$ cat config.mk
export PLATFORM = sky130hd
export DESIGN_NAME = trace_nibble_tx_flat
export DESIGN_NICKNAME = d
export VERILOG_FILES = /design/src/rtl/trace_nibble_tx_if.sv /design/src/rtl/trace_nibble_tx.sv /design/src/flat_wrapper.sv
export SDC_FILE = /design/constraint.sdc
export NUM_CORES = 1
export LEC_CHECK = 0
export ABC_AREA = 1
export CORE_MARGIN = 1
export CORE_UTILIZATION = 50
export CTS_BUF_LIST = sky130_fd_sc_hd__clkbuf_2 sky130_fd_sc_hd__clkbuf_4 sky130_fd_sc_hd__clkbuf_8
export CTS_CLUSTER_DIAMETER = 50
export CTS_CLUSTER_SIZE = 14
export DETAILED_ROUTE_END_ITERATION = 8
export GPL_TIMING_DRIVEN = 0
export PLACE_DENSITY = 0.7
export SYNTH_ARGS = -nofsm -noshare
export SYNTH_HDL_FRONTEND = slang
export SYNTH_SLANG_ARGS = --single-unit
$ cat constraint.sdc
create_clock -name second_clk -period 14.7 [get_ports second_clk]
set_clock_uncertainty 0.05 [all_clocks]
set_input_delay 2.94 -clock second_clk [delete_from_list [all_inputs] [get_ports second_clk]]
set_output_delay 2.94 -clock second_clk [all_outputs]
set_load 0.02 [all_outputs]
$ cat src/rtl/trace_nibble_tx_if.sv
// trace_nibble_tx_if: record capture bus and beat outputs of the trace transmitter.
interface trace_nibble_tx_if;
  logic        valid_i;
  logic [31:0] pc_i;
  logic [31:0] inst_i;
  logic [3:0]  nibble_o;
  logic        frame_o;
  logic        active_o;
  logic        overflow_o;
  logic [7:0]  drop_cnt_o;
  logic [2:0]  level_o;
  modport master (output valid_i, pc_i, inst_i,
                  input nibble_o, frame_o, active_o, overflow_o, drop_cnt_o, level_o);
  modport slave  (input valid_i, pc_i, inst_i,
                  output nibble_o, frame_o, active_o, overflow_o, drop_cnt_o, level_o);
endinterface

$ cat src/rtl/trace_nibble_tx.sv
// trace_nibble_tx: queues (pc, inst) records and replays each as an 18-beat nibble frame
// (SYNC, 8 PC nibbles, 8 INST nibbles, GAP) on the slow beat clock.
module trace_nibble_tx #(
  parameter int          FIFO_DEPTH = 4,
  parameter logic [3:0]  SYNC_NIB   = 4'hA
) (
  input logic               second_clk,
  input logic               reset,
  trace_nibble_tx_if.slave  tr
);
  localparam int AW = $clog2(FIFO_DEPTH);
  typedef enum logic [2:0] {IDLE, SYNC, PC, INST, GAP} state_t;
  state_t      state_q, state_d;
  logic [63:0] mem_q [FIFO_DEPTH];
  logic [AW:0] wr_q, rd_q;
  logic [63:0] sh_q, sh_d;
  logic [2:0]  cnt_q, cnt_d;
  logic [3:0]  nib_q, nib_d;
  logic        frame_q, frame_d, active_q, active_d;
  logic        overflow_q;
  logic [7:0]  drop_q;
  logic        empty, full, pop, push, drop;
  assign empty = wr_q == rd_q;
  assign full  = (wr_q[AW] != rd_q[AW]) && (wr_q[AW-1:0] == rd_q[AW-1:0]);
  assign push  = tr.valid_i && (!full || pop);
  assign drop  = tr.valid_i && full && !pop;
  always_comb begin
    state_d  = state_q;
    pop      = 1'b0;
    sh_d     = sh_q;
    nib_d    = 4'h0;
    frame_d  = 1'b0;
    active_d = 1'b0;
    case (state_q)
      IDLE, GAP: begin
        pop     = !empty;
        state_d = empty ? IDLE : SYNC;
      end
      SYNC:    state_d = PC;
      PC:      state_d = (cnt_q == 3'd7) ? INST : PC;
      INST:    state_d = (cnt_q == 3'd7) ? GAP : INST;
      default: state_d = IDLE;
    endcase
    cnt_d = (state_q == PC || state_q == INST) ? cnt_q + 3'd1 : 3'd0;
    if (state_d == SYNC) begin
      sh_d     = mem_q[rd_q[AW-1:0]];
      nib_d    = SYNC_NIB;
      frame_d  = 1'b1;
      active_d = 1'b1;
    end else if (state_d == PC || state_d == INST) begin
      nib_d    = sh_q[63:60];
      sh_d     = {sh_q[59:0], 4'h0};
      active_d = 1'b1;
    end
  end
  always_ff @(posedge second_clk or posedge reset) begin
    if (reset) begin
      state_q    <= IDLE;
      wr_q       <= '0;
      rd_q       <= '0;
      sh_q       <= '0;
      cnt_q      <= '0;
      nib_q      <= '0;
      frame_q    <= 1'b0;
      active_q   <= 1'b0;
      overflow_q <= 1'b0;
      drop_q     <= '0;
    end else begin
      state_q  <= state_d;
      sh_q     <= sh_d;
      cnt_q    <= cnt_d;
      nib_q    <= nib_d;
      frame_q  <= frame_d;
      active_q <= active_d;
      if (push) wr_q <= wr_q + 1'b1;
      if (pop) rd_q <= rd_q + 1'b1;
      if (drop) overflow_q <= 1'b1;
      if (drop && drop_q != 8'hFF) drop_q <= drop_q + 8'd1;
    end
  end
  // Slot storage needs no reset: the pointers alone define what is valid.
  always_ff @(posedge second_clk) begin
    if (push) mem_q[wr_q[AW-1:0]] <= {tr.pc_i, tr.inst_i};
  end
  assign tr.nibble_o   = nib_q;
  assign tr.frame_o    = frame_q;
  assign tr.active_o   = active_q;
  assign tr.overflow_o = overflow_q;
  assign tr.drop_cnt_o = drop_q;
  assign tr.level_o    = 3'(wr_q - rd_q);
endmodule

$ cat src/flat_wrapper.sv
// flat-port wrapper written by rule: the top's interface ports become plain ports
module trace_nibble_tx_flat 
#(
  parameter int          FIFO_DEPTH = 4,
  parameter logic [3:0]  SYNC_NIB   = 4'hA
)
  (second_clk, reset, tr_valid_i, tr_pc_i, tr_inst_i, tr_nibble_o, tr_frame_o, tr_active_o, tr_overflow_o, tr_drop_cnt_o, tr_level_o);
  trace_nibble_tx_if tr_i ();
  input logic second_clk;
  input logic reset;
  input wire logic [$bits(tr_i.valid_i)-1:0] tr_valid_i;
  input wire logic [$bits(tr_i.pc_i)-1:0] tr_pc_i;
  input wire logic [$bits(tr_i.inst_i)-1:0] tr_inst_i;
  output wire logic [$bits(tr_i.nibble_o)-1:0] tr_nibble_o;
  output wire logic [$bits(tr_i.frame_o)-1:0] tr_frame_o;
  output wire logic [$bits(tr_i.active_o)-1:0] tr_active_o;
  output wire logic [$bits(tr_i.overflow_o)-1:0] tr_overflow_o;
  output wire logic [$bits(tr_i.drop_cnt_o)-1:0] tr_drop_cnt_o;
  output wire logic [$bits(tr_i.level_o)-1:0] tr_level_o;
  assign tr_i.valid_i = tr_valid_i;
  assign tr_i.pc_i = tr_pc_i;
  assign tr_i.inst_i = tr_inst_i;
  assign tr_nibble_o = tr_i.nibble_o;
  assign tr_frame_o = tr_i.frame_o;
  assign tr_active_o = tr_i.active_o;
  assign tr_overflow_o = tr_i.overflow_o;
  assign tr_drop_cnt_o = tr_i.drop_cnt_o;
  assign tr_level_o = tr_i.level_o;
  trace_nibble_tx #(.FIFO_DEPTH(FIFO_DEPTH), .SYNC_NIB(SYNC_NIB)) u_core (.second_clk(second_clk), .reset(reset), .tr(tr_i));
endmodule
==> run_results.csv <==
group,metric,value,unit
critical_path,critPathKind,"flip-flop to output port",
routing,via_per_inst,5.19,
routing,drtIter0Drc,856,
layout,num-fill-cells,2472,
critical_path,cp_cell_sequence,"ha_1 > fa_1 > xor2_1 > clkdlybuf4s50_1",
timing,period_share,38.2,%
grt,grt_pass1_vias,10200,
critical_path,cp_slowest_stage_delay,630,ps
critical_path,worstPathArrival,2630,ps
place,dp_hpwl,22.7,mm
floorplanning,fp.dieW,175,µm
timing,fmax,178,MHz
critical_path,required,11710,ps
routing,wl_per_cell,16.6,µm
routing,drc,0,
synthesis,synth.distinct_cells,30,
layout,regArea,9960,µm²
grt,grt_antenna_before_repair,0,
clock_tree,clock-sinks,347,
timing,period_needed,5620,ps
routing,first_pass_iters,5,
clock_tree,cts_max_level,2,
floorplanning,rows,63,
floorplanning,start_util,50.7,%
synthesis,syn_area_per_cell,10.4,µm²
clock_tree,cts_buffer_depth,3,
place,dp_slack,9200,ps
grt,overflow,0,
synthesis,synthMostInstantiatedCell,"nand2_1",
layout,diodes,0,
critical_path,worstSetupStartpointType,"flip-flop",
critical_path,endpoint_kind,"output port",
timing,setup_viol,0,
place,port_buffers,84,
routing,routed_wl,33.2,mm
layout,syn2layout_area_growth,15.7,%
critical_path,path_max_fanout,7,
floorplanning,ioPinCount,85,
synthesis,synth_common_cells,"nand2_1, nand3_1, edfxtp_1, inv_1, dfrtp_1",
layout,nets,1657,
synthesis,synth_fp_nets,1525,
timing,drv_slew,0,
grt,grt_pass1_wl,53.2,mm
place,gp_congestion,0.875,
layout,multi_input_area,3880,µm²
grt,track_usage,22.3,%
critical_path,path_buf_inv,1,
pwr,p_leak,7.67,nW
clock_tree,clkTransAtPathRegs,90,ps
synthesis,ys_seq_area_share,66.4,%
synthesis,yosysTopAreaCell,"edfxtp_1",
outcome,status,"finished clean",
critical_path,cp_top_family,"adder cells",
clock_tree,insertion_delay,560,ps
clock_tree,root_buffer,"clkbuf_8",
routing,vias,10300,
layout,utilization,58.7,%
synthesis,yosys-top-cells-area,"edfxtp_1, dfrtp_1, nand3_1",
grt,grt_max_degree,56,
synthesis,synth_edf_count,256,
pwr,ir_drop,0.0901,mV
worst_hold_path,hold_path.class,"flip-flop to flip-flop",
critical_path,cp_slowest_cell,"clkdlybuf4s50_1",
timing,max-slew-margin-rel,50.9,%
clock_tree,cts_tree,"done",
clock_tree,cts_setup_buffers,0,
timing,rsz0062_at_grt,"no",
synthesis,ys.flop_type,"edfxtp_1",
floorplanning,core_area,29600,µm²
clock_tree,hold_buffers,0,
floorplanning,die_h,175,µm
timing,tns,0,ps
floorplanning,die-area,30700,µm²
clock_tree,cts_resized,0,
layout,final_layout_size_suffix_gt1_share,12.2,%
synthesis,synthArstFlopShare,26.2,%
synthesis,syn_inst,1447,
synthesis,yosys_warnings,0,
timing,tightest_slew,737,ps
run,maxCapViolCount,0,
timing,finalHoldViolations,0,
routing,antenna_left,0,
timing,fin_ws,9080,ps
clock_tree,cts_buffers,35,
synthesis,synth_top_area_share,51.3,%
synthesis,synth_seq_cells,347,
synthesis,synth_area,15000,µm²
pwr,p_per_area,185,nW/µm²
## logic make-up after synthesis
| logic type | count (synthesis) | share of synthesized area, % |
|---|---|---|
| xor gates and xnor gates | 7 | 0.409 |
| buffers and inverters | 278 | 7.84 |
| adders and majority gates | 11 | 0.968 |
| and+or+nand+nor | 787 | 23.7 |
| DFF | 347 | 66.4 |
| AOI/OAI and AO/OA | 17 | 0.659 |
## flip-flops by register name (all words and copies together) (netlist names), 3 cells and up
register	cells
u_core.tr.drop_cnt_o	8
u_core.cnt_q	3
u_core.rd_q	3
u_core.wr_q	3
u_core.mem_q	256
u_core.sh_q	64
u_core.tr.nibble_o	4
u_core.state_q	3
## cell type report
class / count / share of cell area (%)
buffer: 74 / 2.37
clock buffer: 50 / 3.53
clock inverter: 11 / 0.649
inverter: 204 / 4.43
multi-input combinational: 822 / 22.4
sequential: 347 / 57.4
tap: 390 / 2.81
timing repair buffer: 95 / 6.38
## stage by stage
step | hold slack (ps) | total power, mW | area [µm²] | std cells
floorplan | 360 | 2.16 | 15000 | 1447
global placement | 373 | 2.54 | 16300 | 1921
detailed placement | 377 | 2.60 | 16600 | 1932
CTS | 389 | 3.22 | 17300 | 1993
global route | 423 | 3.40 | 17300 | 1993
finish | 387 | 3.20 | 17300 | 1993
## path summary, 6_finish.rpt
path / from / end / slack (ps) / cells after the start
worst min-delay path: u_core.cnt_q[0] / u_core.cnt_q[0] / 390 / 1
worst max-delay path: u_core.rd_q[0] / tr_level_o[2] / 9080 / 4
min in group asynchronous: reset / u_core.sh_q[51] / 2820 / 2
max in group asynchronous: reset / u_core.sh_q[20] / 11100 / 3
worst min register to register: u_core.cnt_q[0] / u_core.cnt_q[0] / 390 / 1
worst max register to register: u_core.rd_q[1] / u_core.mem_q[1][13] / 11120 / 11
## placed cells by master, fill, tap and decap left out, types with 2 or more instances in the layout
master	instances
inv_2	4
inv_1	198
xor2_1	6
nor2_1	22
clkinvlp_4	3
buf_2	51
clkinv_4	3
inv_6	2
buf_12	6
nor2_4	4
or2_0	27
or2_2	30
clkbuf_4	12
buf_4	10
buf_1	4
or2_1	3
nand3_1	292
clkbuf_8	38
nand3_2	6
a21oi_1	4
o21ai_0	4
o21ai_1	7
nand2_1	386
clkdlybuf4s50_1	84
buf_16	6
dfrtp_1	91
clkbuf_1	6
buf_6	2
edfxtp_1	256
nand4_1	3
nand2_2	13
ha_1	10
## worst register-to-register path: cells and delay by family, from the launching register on
kind	cells	cell delay (ps)
fa+ha+maj	1	330
simple gates	5	1210
flops	1	450
buf+inv	5	1210
## routing by layer
layer	global-route usage [%]	vias up	wire [µm]	part of all wire, %
li1	-	4973	-	-
met1	29.6	5012	14100	43
met2	38.2	301	16300	49
met3	3.05	59	1900	5.7
met4	6.85	0	827	2.5
met5	0	-	0	0
## power by group
part | switching (mW) | internal, mW
logic | 0.783 | 0.398
registers | 0.0868 | 1.30
clock network | 0.337 | 0.295
total | 1.21 | 2.00
No activity file was read; power rests on OpenSTA's default activity.
